`src/rtl/router_port_if.sv`:
```
`default_nettype none
// ============================================================================
// Module   : router_port_if
// Purpose  : Node link and packet-side handshake bundle for router_port.
// Revision : 1.0 - initial release
// ============================================================================
interface router_port_if;
    // node link
    logic        free_to_node;
    logic        put_from_node;
    logic [7:0]  payload_from_node;
    logic        free_from_node;
    logic        put_to_node;
    logic [7:0]  payload_to_node;
    // packet side
    logic [31:0] pkt_out;
    logic        pkt_out_avail;
    logic        pkt_out_read;
    logic [31:0] pkt_in;
    logic        pkt_in_avail;
    logic        pkt_in_ready;

    modport slave (
        output free_to_node,
        input  put_from_node,
        input  payload_from_node,
        input  free_from_node,
        output put_to_node,
        output payload_to_node,
        output pkt_out,
        output pkt_out_avail,
        input  pkt_out_read,
        input  pkt_in,
        input  pkt_in_avail,
        output pkt_in_ready
    );

    modport master (
        input  free_to_node,
        output put_from_node,
        output payload_from_node,
        output free_from_node,
        input  put_to_node,
        input  payload_to_node,
        input  pkt_out,
        input  pkt_out_avail,
        output pkt_out_read,
        output pkt_in,
        output pkt_in_avail,
        input  pkt_in_ready
    );
endinterface
`default_nettype wire

```
`src/rtl/router_port.sv`:
```
`default_nettype none
// ============================================================================
// Module   : router_port
// Purpose  : Router port bridging a 4-beat byte link to show-ahead packet FIFOs.
// Revision : 1.0 - initial release
// ============================================================================

module router_port_fifo #(
    parameter int DEPTH = 2
) (
    input  wire logic        clock,
    input  wire logic        reset,
    input  wire logic        push,
    input  wire logic [31:0] wdata,
    input  wire logic        pop,
    output logic [31:0]      head,
    output logic             full,
    output logic             empty
);
    localparam int PW = (DEPTH > 1) ? $clog2(DEPTH) : 1;
    localparam int CW = $clog2(DEPTH + 1);

    logic [31:0]   mem [DEPTH];
    logic [PW-1:0] wr_ptr;
    logic [PW-1:0] rd_ptr;
    logic [CW-1:0] count;
    logic          do_push;
    logic          do_pop;

    assign full    = (count == CW'(DEPTH));
    assign empty   = (count == '0);
    assign head    = mem[rd_ptr];
    assign do_push = push && !full;
    assign do_pop  = pop && !empty;

    always_ff @(posedge clock) begin
        if (!reset && do_push) begin
            mem[wr_ptr] <= wdata;
        end
    end

    always_ff @(posedge clock) begin
        if (reset) begin
            wr_ptr <= '0;
            rd_ptr <= '0;
            count  <= '0;
        end else begin
            if (do_push) begin
                wr_ptr <= (wr_ptr == PW'(DEPTH - 1)) ? '0 : wr_ptr + 1'b1;
            end
            if (do_pop) begin
                rd_ptr <= (rd_ptr == PW'(DEPTH - 1)) ? '0 : rd_ptr + 1'b1;
            end
            // simultaneous push and pop leaves the occupancy unchanged
            case ({do_push, do_pop})
                2'b10:   count <= count + 1'b1;
                2'b01:   count <= count - 1'b1;
                default: count <= count;
            endcase
        end
    end
endmodule

module router_port #(
    parameter int DEPTH = 2
) (
    input  wire logic    clock,
    input  wire logic    reset,
    router_port_if.slave bus
);
    typedef enum logic [1:0] {
        RX_IDLE = 2'd0,
        RX_B1   = 2'd1,
        RX_B2   = 2'd2,
        RX_B3   = 2'd3
    } rx_state_t;

    typedef enum logic [2:0] {
        TX_IDLE = 3'd0,
        TX_B0   = 3'd1,
        TX_B1   = 3'd2,
        TX_B2   = 3'd3,
        TX_B3   = 3'd4
    } tx_state_t;

    // ---------------- receive path ----------------
    rx_state_t   rx_state;
    rx_state_t   rx_next;
    logic [7:0]  rx_byte0;
    logic [7:0]  rx_byte1;
    logic [7:0]  rx_byte2;
    logic        rx_push;
    logic [31:0] rx_pkt;
    logic [31:0] rx_head;
    logic        rx_full;
    logic        rx_empty;
    logic        rx_accept;

    assign bus.free_to_node  = (rx_state == RX_IDLE) && !rx_full;
    assign rx_accept         = bus.free_to_node && bus.put_from_node;
    assign rx_push           = (rx_state == RX_B3);
    assign rx_pkt            = {rx_byte0, rx_byte1, rx_byte2, bus.payload_from_node};
    assign bus.pkt_out       = rx_head;
    assign bus.pkt_out_avail = !rx_empty;

    always_comb begin
        rx_next = rx_state;
        case (rx_state)
            RX_IDLE: if (rx_accept) rx_next = RX_B1;
            RX_B1:   rx_next = RX_B2;
            RX_B2:   rx_next = RX_B3;
            RX_B3:   rx_next = RX_IDLE;
            default: rx_next = RX_IDLE;
        endcase
    end

    always_ff @(posedge clock) begin
        if (reset) begin
            rx_state <= RX_IDLE;
        end else begin
            rx_state <= rx_next;
        end
    end

    // byte captures need no reset: they are only consumed on the RX_B3 write
    always_ff @(posedge clock) begin
        if (rx_state == RX_IDLE && rx_accept) rx_byte0 <= bus.payload_from_node;
        if (rx_state == RX_B1)                rx_byte1 <= bus.payload_from_node;
        if (rx_state == RX_B2)                rx_byte2 <= bus.payload_from_node;
    end

    router_port_fifo #(.DEPTH(DEPTH)) u_rx_fifo (
        .clock (clock),
        .reset (reset),
        .push  (rx_push),
        .wdata (rx_pkt),
        .pop   (bus.pkt_out_read),
        .head  (rx_head),
        .full  (rx_full),
        .empty (rx_empty)
    );

    // ---------------- transmit path ----------------
    tx_state_t   tx_state;
    tx_state_t   tx_next;
    logic        put_next;
    logic [7:0]  payload_next;
    logic        put_q;
    logic [7:0]  payload_q;
    logic [31:0] tx_head;
    logic        tx_full;
    logic        tx_empty;
    logic        tx_pop;

    assign bus.pkt_in_ready    = !tx_full;
    assign bus.put_to_node     = put_q;
    assign bus.payload_to_node = payload_q;
    assign tx_pop              = (tx_state == TX_B3);

    // outputs are registered from the next state so beat k is on the wire in TX_Bk
    always_comb begin
        tx_next      = tx_state;
        payload_next = 8'h00;
        case (tx_state)
            TX_IDLE: if (!tx_empty && bus.free_from_node) tx_next = TX_B0;
            TX_B0:   tx_next = TX_B1;
            TX_B1:   tx_next = TX_B2;
            TX_B2:   tx_next = TX_B3;
            TX_B3:   tx_next = TX_IDLE;
            default: tx_next = TX_IDLE;
        endcase
        case (tx_next)
            TX_B0:   payload_next = tx_head[31:24];
            TX_B1:   payload_next = tx_head[23:16];
            TX_B2:   payload_next = tx_head[15:8];
            TX_B3:   payload_next = tx_head[7:0];
            default: payload_next = 8'h00;
        endcase
        put_next = (tx_next != TX_IDLE);
    end

    always_ff @(posedge clock) begin
        if (reset) begin
            tx_state  <= TX_IDLE;
            put_q     <= 1'b0;
            payload_q <= 8'h00;
        end else begin
            tx_state  <= tx_next;
            put_q     <= put_next;
            payload_q <= payload_next;
        end
    end

    router_port_fifo #(.DEPTH(DEPTH)) u_tx_fifo (
        .clock (clock),
        .reset (reset),
        .push  (bus.pkt_in_avail),
        .wdata (bus.pkt_in),
        .pop   (tx_pop),
        .head  (tx_head),
        .full  (tx_full),
        .empty (tx_empty)
    );
endmodule
`default_nettype wire

```
`src/flat_wrapper.sv`:
```
// flat-port wrapper written by rule: the top's interface ports become plain ports
module router_port_flat 
#(
    parameter int DEPTH = 2
)
  (clock, reset, bus_free_to_node, bus_put_from_node, bus_payload_from_node, bus_free_from_node, bus_put_to_node, bus_payload_to_node, bus_pkt_out, bus_pkt_out_avail, bus_pkt_out_read, bus_pkt_in, bus_pkt_in_avail, bus_pkt_in_ready);
  router_port_if bus_i ();
  input  wire logic clock;
  input  wire logic reset;
  output wire logic [$bits(bus_i.free_to_node)-1:0] bus_free_to_node;
  input wire logic [$bits(bus_i.put_from_node)-1:0] bus_put_from_node;
  input wire logic [$bits(bus_i.payload_from_node)-1:0] bus_payload_from_node;
  input wire logic [$bits(bus_i.free_from_node)-1:0] bus_free_from_node;
  output wire logic [$bits(bus_i.put_to_node)-1:0] bus_put_to_node;
  output wire logic [$bits(bus_i.payload_to_node)-1:0] bus_payload_to_node;
  output wire logic [$bits(bus_i.pkt_out)-1:0] bus_pkt_out;
  output wire logic [$bits(bus_i.pkt_out_avail)-1:0] bus_pkt_out_avail;
  input wire logic [$bits(bus_i.pkt_out_read)-1:0] bus_pkt_out_read;
  input wire logic [$bits(bus_i.pkt_in)-1:0] bus_pkt_in;
  input wire logic [$bits(bus_i.pkt_in_avail)-1:0] bus_pkt_in_avail;
  output wire logic [$bits(bus_i.pkt_in_ready)-1:0] bus_pkt_in_ready;
  assign bus_free_to_node = bus_i.free_to_node;
  assign bus_i.put_from_node = bus_put_from_node;
  assign bus_i.payload_from_node = bus_payload_from_node;
  assign bus_i.free_from_node = bus_free_from_node;
  assign bus_put_to_node = bus_i.put_to_node;
  assign bus_payload_to_node = bus_i.payload_to_node;
  assign bus_pkt_out = bus_i.pkt_out;
  assign bus_pkt_out_avail = bus_i.pkt_out_avail;
  assign bus_i.pkt_out_read = bus_pkt_out_read;
  assign bus_i.pkt_in = bus_pkt_in;
  assign bus_i.pkt_in_avail = bus_pkt_in_avail;
  assign bus_pkt_in_ready = bus_i.pkt_in_ready;
  router_port #(.DEPTH(DEPTH)) u_core (.clock(clock), .reset(reset), .bus(bus_i));
endmodule
```
`config.mk`:
```
export PLATFORM = sky130hd
export DESIGN_NAME = router_port_flat
export DESIGN_NICKNAME = d
export VERILOG_FILES = /design/src/rtl/router_port_if.sv /design/src/rtl/router_port.sv /design/src/flat_wrapper.sv
export SDC_FILE = /design/constraint.sdc
export NUM_CORES = 1
export LEC_CHECK = 0
export BUFFER_PORTS_ARGS = -buffer_cell sky130_fd_sc_hd__buf_2
export CELL_PAD_IN_SITES_DETAIL_PLACEMENT = 2
export CELL_PAD_IN_SITES_GLOBAL_PLACEMENT = 2
export CORE_ASPECT_RATIO = 1.75
export CORE_UTILIZATION = 42
export DETAILED_ROUTE_END_ITERATION = 8
export PLACE_DENSITY = 0.84
export SLEW_MARGIN = 30
export SYNTH_ARGS = -nofsm -noshare
export SYNTH_HDL_FRONTEND = slang
export SYNTH_SLANG_ARGS = --single-unit
```
`constraint.sdc`:
```
create_clock -name clock -period 4.4 [get_ports clock]
set_clock_uncertainty 0.05 [all_clocks]
set_input_delay 0.66 -clock clock [delete_from_list [all_inputs] [get_ports clock]]
set_output_delay 0.66 -clock clock [all_outputs]
set_load 0.02 [all_outputs]
```
==> impl_table.tex <==
\begin{tabular}{lr}
\hline
Metric & Value \\
\hline
\multicolumn{2}{l}{\textbf{Global route}} \\
\quad Via count of the first global-routing pass & 3743 \\
\quad Global-route wire length before repair & 20100 um \\
\quad Antenna violations before repair & 0 \\
\quad Largest net degree at the start of global routing & 33 \\
\quad Global route total overflow & 0 \\
\quad All-Layer GR Usage & 0.1778 \\
\multicolumn{2}{l}{\textbf{Synth}} \\
\quad Number of synthesized register bits & 176 \\
\quad Synth top area share & 0.7112 \\
\quad Sequential area share after synthesis & 0.7861 \\
\quad Netlist area before placement & 6417 um\^{}2 \\
\quad Synth top area cells & edfxtp\_1 71\%, dfxtp\_1 7.5\%, mux2\_2 5.3\% \\
\quad Largest area contributor in the synthesized netlist & edfxtp\_1 \\
\quad Proportion of register bits with asynchronous set or reset after synthesis & 0 \\
\quad Largest family of logic cells by synthesized area & multiplexers \\
\quad Most frequently used flop master after synthesis & edfxtp\_1 \\
\quad Count of flip-flops with a built-in enable after synthesis & 152 \\
\quad Fraction of the mapped netlist area in compound gates & 0.02769 \\
\quad Synthesized-area fraction occupied by adder cells & 0.01365 \\
\quad Yosys warns & 0 \\
\quad Average cell area after synthesis & 18.39 um\^{}2 \\
\quad Yosys cell types & 33 \\
\quad Post-synthesis mux area share & 0.1076 \\
\quad Number of instances in the synthesized netlist & 349 \\
\quad Net Count, Synth & 402 \\
\quad Simple-gate portion of the synthesized area & 0.03880 \\
\quad XOR/XNOR Fraction of Synth Area & 0.01228 \\
\multicolumn{2}{l}{\textbf{Timing}} \\
\quad Unrepaired setup endpoints after global routing & false \\
\quad Post-layout minimum cycle time & 2.407 ns \\
\quad Sum of negative setup slack & 0 ns \\
\quad Number of failing hold endpoints at the final stage & 0 \\
\quad Peak Freq & 415.4 MHz \\
\quad Number of pins exceeding their max-slew limit in the final report & 0 \\
\quad Max-slew headroom at the worst pin & 0.5208 \\
\quad Share of the clock period used by the worst path after layout & 0.5472 \\
\quad Final setup violation count & 0 \\
\quad Hold Slack & 0.3781 ns \\
\quad Transition time at the pin with the least slew margin & 0.7175 ns \\
\multicolumn{2}{l}{\textbf{Clock tree}} \\
\quad TritonCTS clock tree & built \\
\quad Clock insertion delay at the later pin of the skew report & 0.42 ns \\
\quad Number of setup buffers added after CTS & 0 \\
\quad Clock slew at reported path FFs & 0.07 ns \\
\quad CTS H-tree lvls & 4 \\
\quad Post-CTS Hold Buffers & 0 \\
\quad Root buffer cell & clkbuf\_16 \\
\quad Clock Sinks & 176 \\
\quad Buffer levels on the longest clock path & 2 \\
\quad Total CTS buffers & 17 \\
\quad Total of cells resized after clock tree synthesis & 0 \\
\multicolumn{2}{l}{\textbf{Critical path}} \\
\quad Worst reg2reg path startpoint & u\_core.u\_rx\_fifo.count[1] \\
\quad WS Path Type & reg2out \\
\quad Number of buffer and inverter stages on the critical path & 2 \\
\quad Max stage delay on crit path & 0.41 ns \\
\quad Worst-case reg-to-reg path depth & 5 \\
\quad CP Max Fanout & 32 \\
\quad Endpoint kind of the worst setup timing path & output port \\
\quad Internal reg-to-reg setup slack & 2.61 ns \\
\quad Crit path launch type & flop \\
\quad Slowest stage cell, crit path & mux2\_2 \\
\quad Worst Path Arrival & 1.70 ns \\
\quad Required time of the worst setup path & 3.69 ns \\
\quad CP top delay family & buffers and inverters \\
\quad End of the worst register-to-register path & u\_core.u\_rx\_fifo.count[1] \\
\quad Worst path cell trace & buf\_4, mux2\_2, buf\_2 \\
\multicolumn{2}{l}{\textbf{Power}} \\
\quad Clock power frac & 0.374 \\
\quad Internal power consumption & 3135 uW \\
\quad Power share of the combinational group & 0.135 \\
\quad Sequential Power Share & 0.491 \\
\quad Switching Share & 0.2550 \\
\quad Peak supply drop & 0.2811 mV \\
\quad Power density over the cells & 547.0 nW/um\^{}2 \\
\quad P\_sw & 1073 uW \\
\quad Leak Pwr & 0.002664 uW \\
\multicolumn{2}{l}{\textbf{Placed design}} \\
\quad Half-perimeter wire length after detailed placement & 8686 um \\
\quad IO Port Bufs & 89 \\
\quad Placed cells & 611 \\
\quad Routability congestion estimate & 0.7415 \\
\multicolumn{2}{l}{\textbf{Min path}} \\
\quad Count of cells along the worst hold path & 1 \\
\quad Tightest Hold Check Type & in2reg \\
\quad Hold Crit Endpoint & u\_core.u\_tx\_fifo.mem[0][18] \\
\quad Startpoint of the worst hold path & bus\_pkt\_in[18] \\
\multicolumn{2}{l}{\textbf{Route}} \\
\quad Antenna violation net count after detailed routing & 0 \\
\quad Detailed Routing Iterations Pass 1 & 4 \\
\quad Detailed Route WL & 13020 um \\
\quad Met2 routed wirelength & 7388 um \\
\quad DRC violations left & 0 \\
\quad Via Count & 3268 \\
\quad Mean routed wirelength per cell & 20.24 um \\
\quad Drt via density & 5.082 \\
\quad Initial DRC count & 152 \\
\quad Met3 wire length & 376 um \\
\quad Highest metal layer with signal wires & met4 \\
\quad M1 wire length & 5064 um \\
\multicolumn{2}{l}{\textbf{Floorplanning}} \\
\quad Top-level port count & 90 \\
\quad Height of the die & 165.5 um \\
\quad Die span in x & 95.44 um \\
\quad Area of the die & 15800 um\^{}2 \\
\quad Core outline area & 14910 um\^{}2 \\
\quad Num rows & 59 \\
\quad Initial cell density of the core & 0.4304 \\
\multicolumn{2}{l}{\textbf{Cells and area}} \\
\quad Area growth from synthesis to final layout & 19.87\% \\
\quad Final antenna diode count & 0 \\
\quad Final layout net count & 500 \\
\quad Number of non-filler instances in the completed layout & 643 \\
\quad Fraction of final layout cells with drive strength greater than 1 & 0.3543 \\
\multicolumn{2}{l}{\textbf{Status}} \\
\quad Outcome & finished clean \\
\multicolumn{2}{l}{\textbf{Flow run}} \\
\quad Max-Cap Viols & 0 \\
\hline
\end{tabular}
==> power by group through the flow <==
stage	clock network (uW)	logic, uW	registers, uW
finish	1570	567	2070
global route	1660	622	2080
detailed placement	0	578	2100
floorplan	0	387	2080
global placement	0	542	2080
CTS	1610	585	2070
==> layer usage <==
| layer | up-vias | global-route usage |
|---|---|---|
| met1 | 1639 | 0.1988 |
| met3 | 12 | 0.04121 |
| met2 | 84 | 0.3256 |
| li1 | 1533 | - |
| met4 | 0 | 0.05970 |
| met5 | - | 0 |
==> cell usage after synthesis, types with 3 or more instances <==
cell / n
clkbuf_1: 5
ha_1: 7
xor2_1: 4
mux2_2: 30
dfxtp_1: 24
mux2i_1: 33
o31a_1: 8
edfxtp_1: 152
buf_2: 8
a21oi_1: 3
nor2_1: 27
nor3_1: 4
xnor2_1: 5
o22ai_1: 8
==> worst register-to-register path, delay by kind of cell, from the launching register on <==
family / cells / cell delay (ns)
AND/OR/NAND/NOR: 3 / 0.87
flip-flops: 1 / 0.34
AO/OA/AOI/OAI: 1 / 0.15
adder cells (fa/ha/maj): 1 / 0.32
==> per-stage QoR <==
stage	area, um^2	util	power, uW	setup WS [ns]
5_1_grt	7692	0.5159	4362	1.897
3_3_place_gp	7069	0.4741	2621	2.459
2_1_floorplan	6417	-	2463	0.6054
3_5_place_dp	7069	0.4741	2679	2.389
6_report	7692	0.5159	4208	1.993
4_1_cts	7690	0.5157	4268	1.951
==> state kept, by name, indices dropped and copies added, names as in the netlist, 3 cells and up, named ones only <==
signal	cells
u_core.u_rx_fifo.mem	64
u_core.u_tx_fifo.mem	64
u_core.bus.payload_to_node	8
u_core.rx_byte0	8
u_core.rx_byte1	8
u_core.rx_byte2	8
u_core.tx_state	3
==> layout by cell type, fill, tap and decap left out, types with 4 or more instances in the layout <==
master     instances
buf_2             89
buf_4              5
clkbuf_16         17
dfxtp_1           23
edfxtp_1         152
ha_1               7
mux2_2            30
mux2i_1           33
nor2_1            27
o22ai_1            8
o31a_1             8
xnor2_1            5
xor2_1             4
==> cell families (layout without fill, tap and decap cells) <==
kind of cell | after synthesis | in the layout
adder cells (fa/ha/maj) | 7 | 7
buffers and inverters | 17 | 128
AND/OR/NAND/NOR | 50 | 50
XOR/XNOR | 9 | 9
AO/OA/AOI/OAI | 25 | 25
multiplexers | 65 | 65
flip-flops | 176 | 176
==> area by class of cell <==
| class | count | area (um^2) |
|---|---|---|
| flip-flops and latches | 176 | 5049 |
| clock inverters | 12 | 173.9 |
| well taps | 183 | 229.0 |
| multi-input cells | 156 | 1304 |
| repair buffers | 94 | 483.0 |
| inverters | 2 | 7.507 |
| clock buffers | 20 | 446.7 |
| fillers | 1350 | 7219 |
==> worst max-delay path by stage <==
stage / depth (start not counted) / end / slack (ns) / from
2_1_floorplan: 2 / u_core.u_rx_fifo.mem[1][0] / 0.61 / reset
3_3_place_gp: 3 / bus_pkt_out[9] / 2.46 / flop
3_5_place_dp: 3 / u_core.u_rx_fifo.mem[1][4] / 2.39 / reset
4_1_cts: 3 / bus_pkt_out[23] / 1.95 / flop
5_1_grt: 3 / bus_pkt_out[1] / 1.90 / flop
6_report: 3 / bus_pkt_out[23] / 1.99 / flop
(Power assumes the default switching activity.)
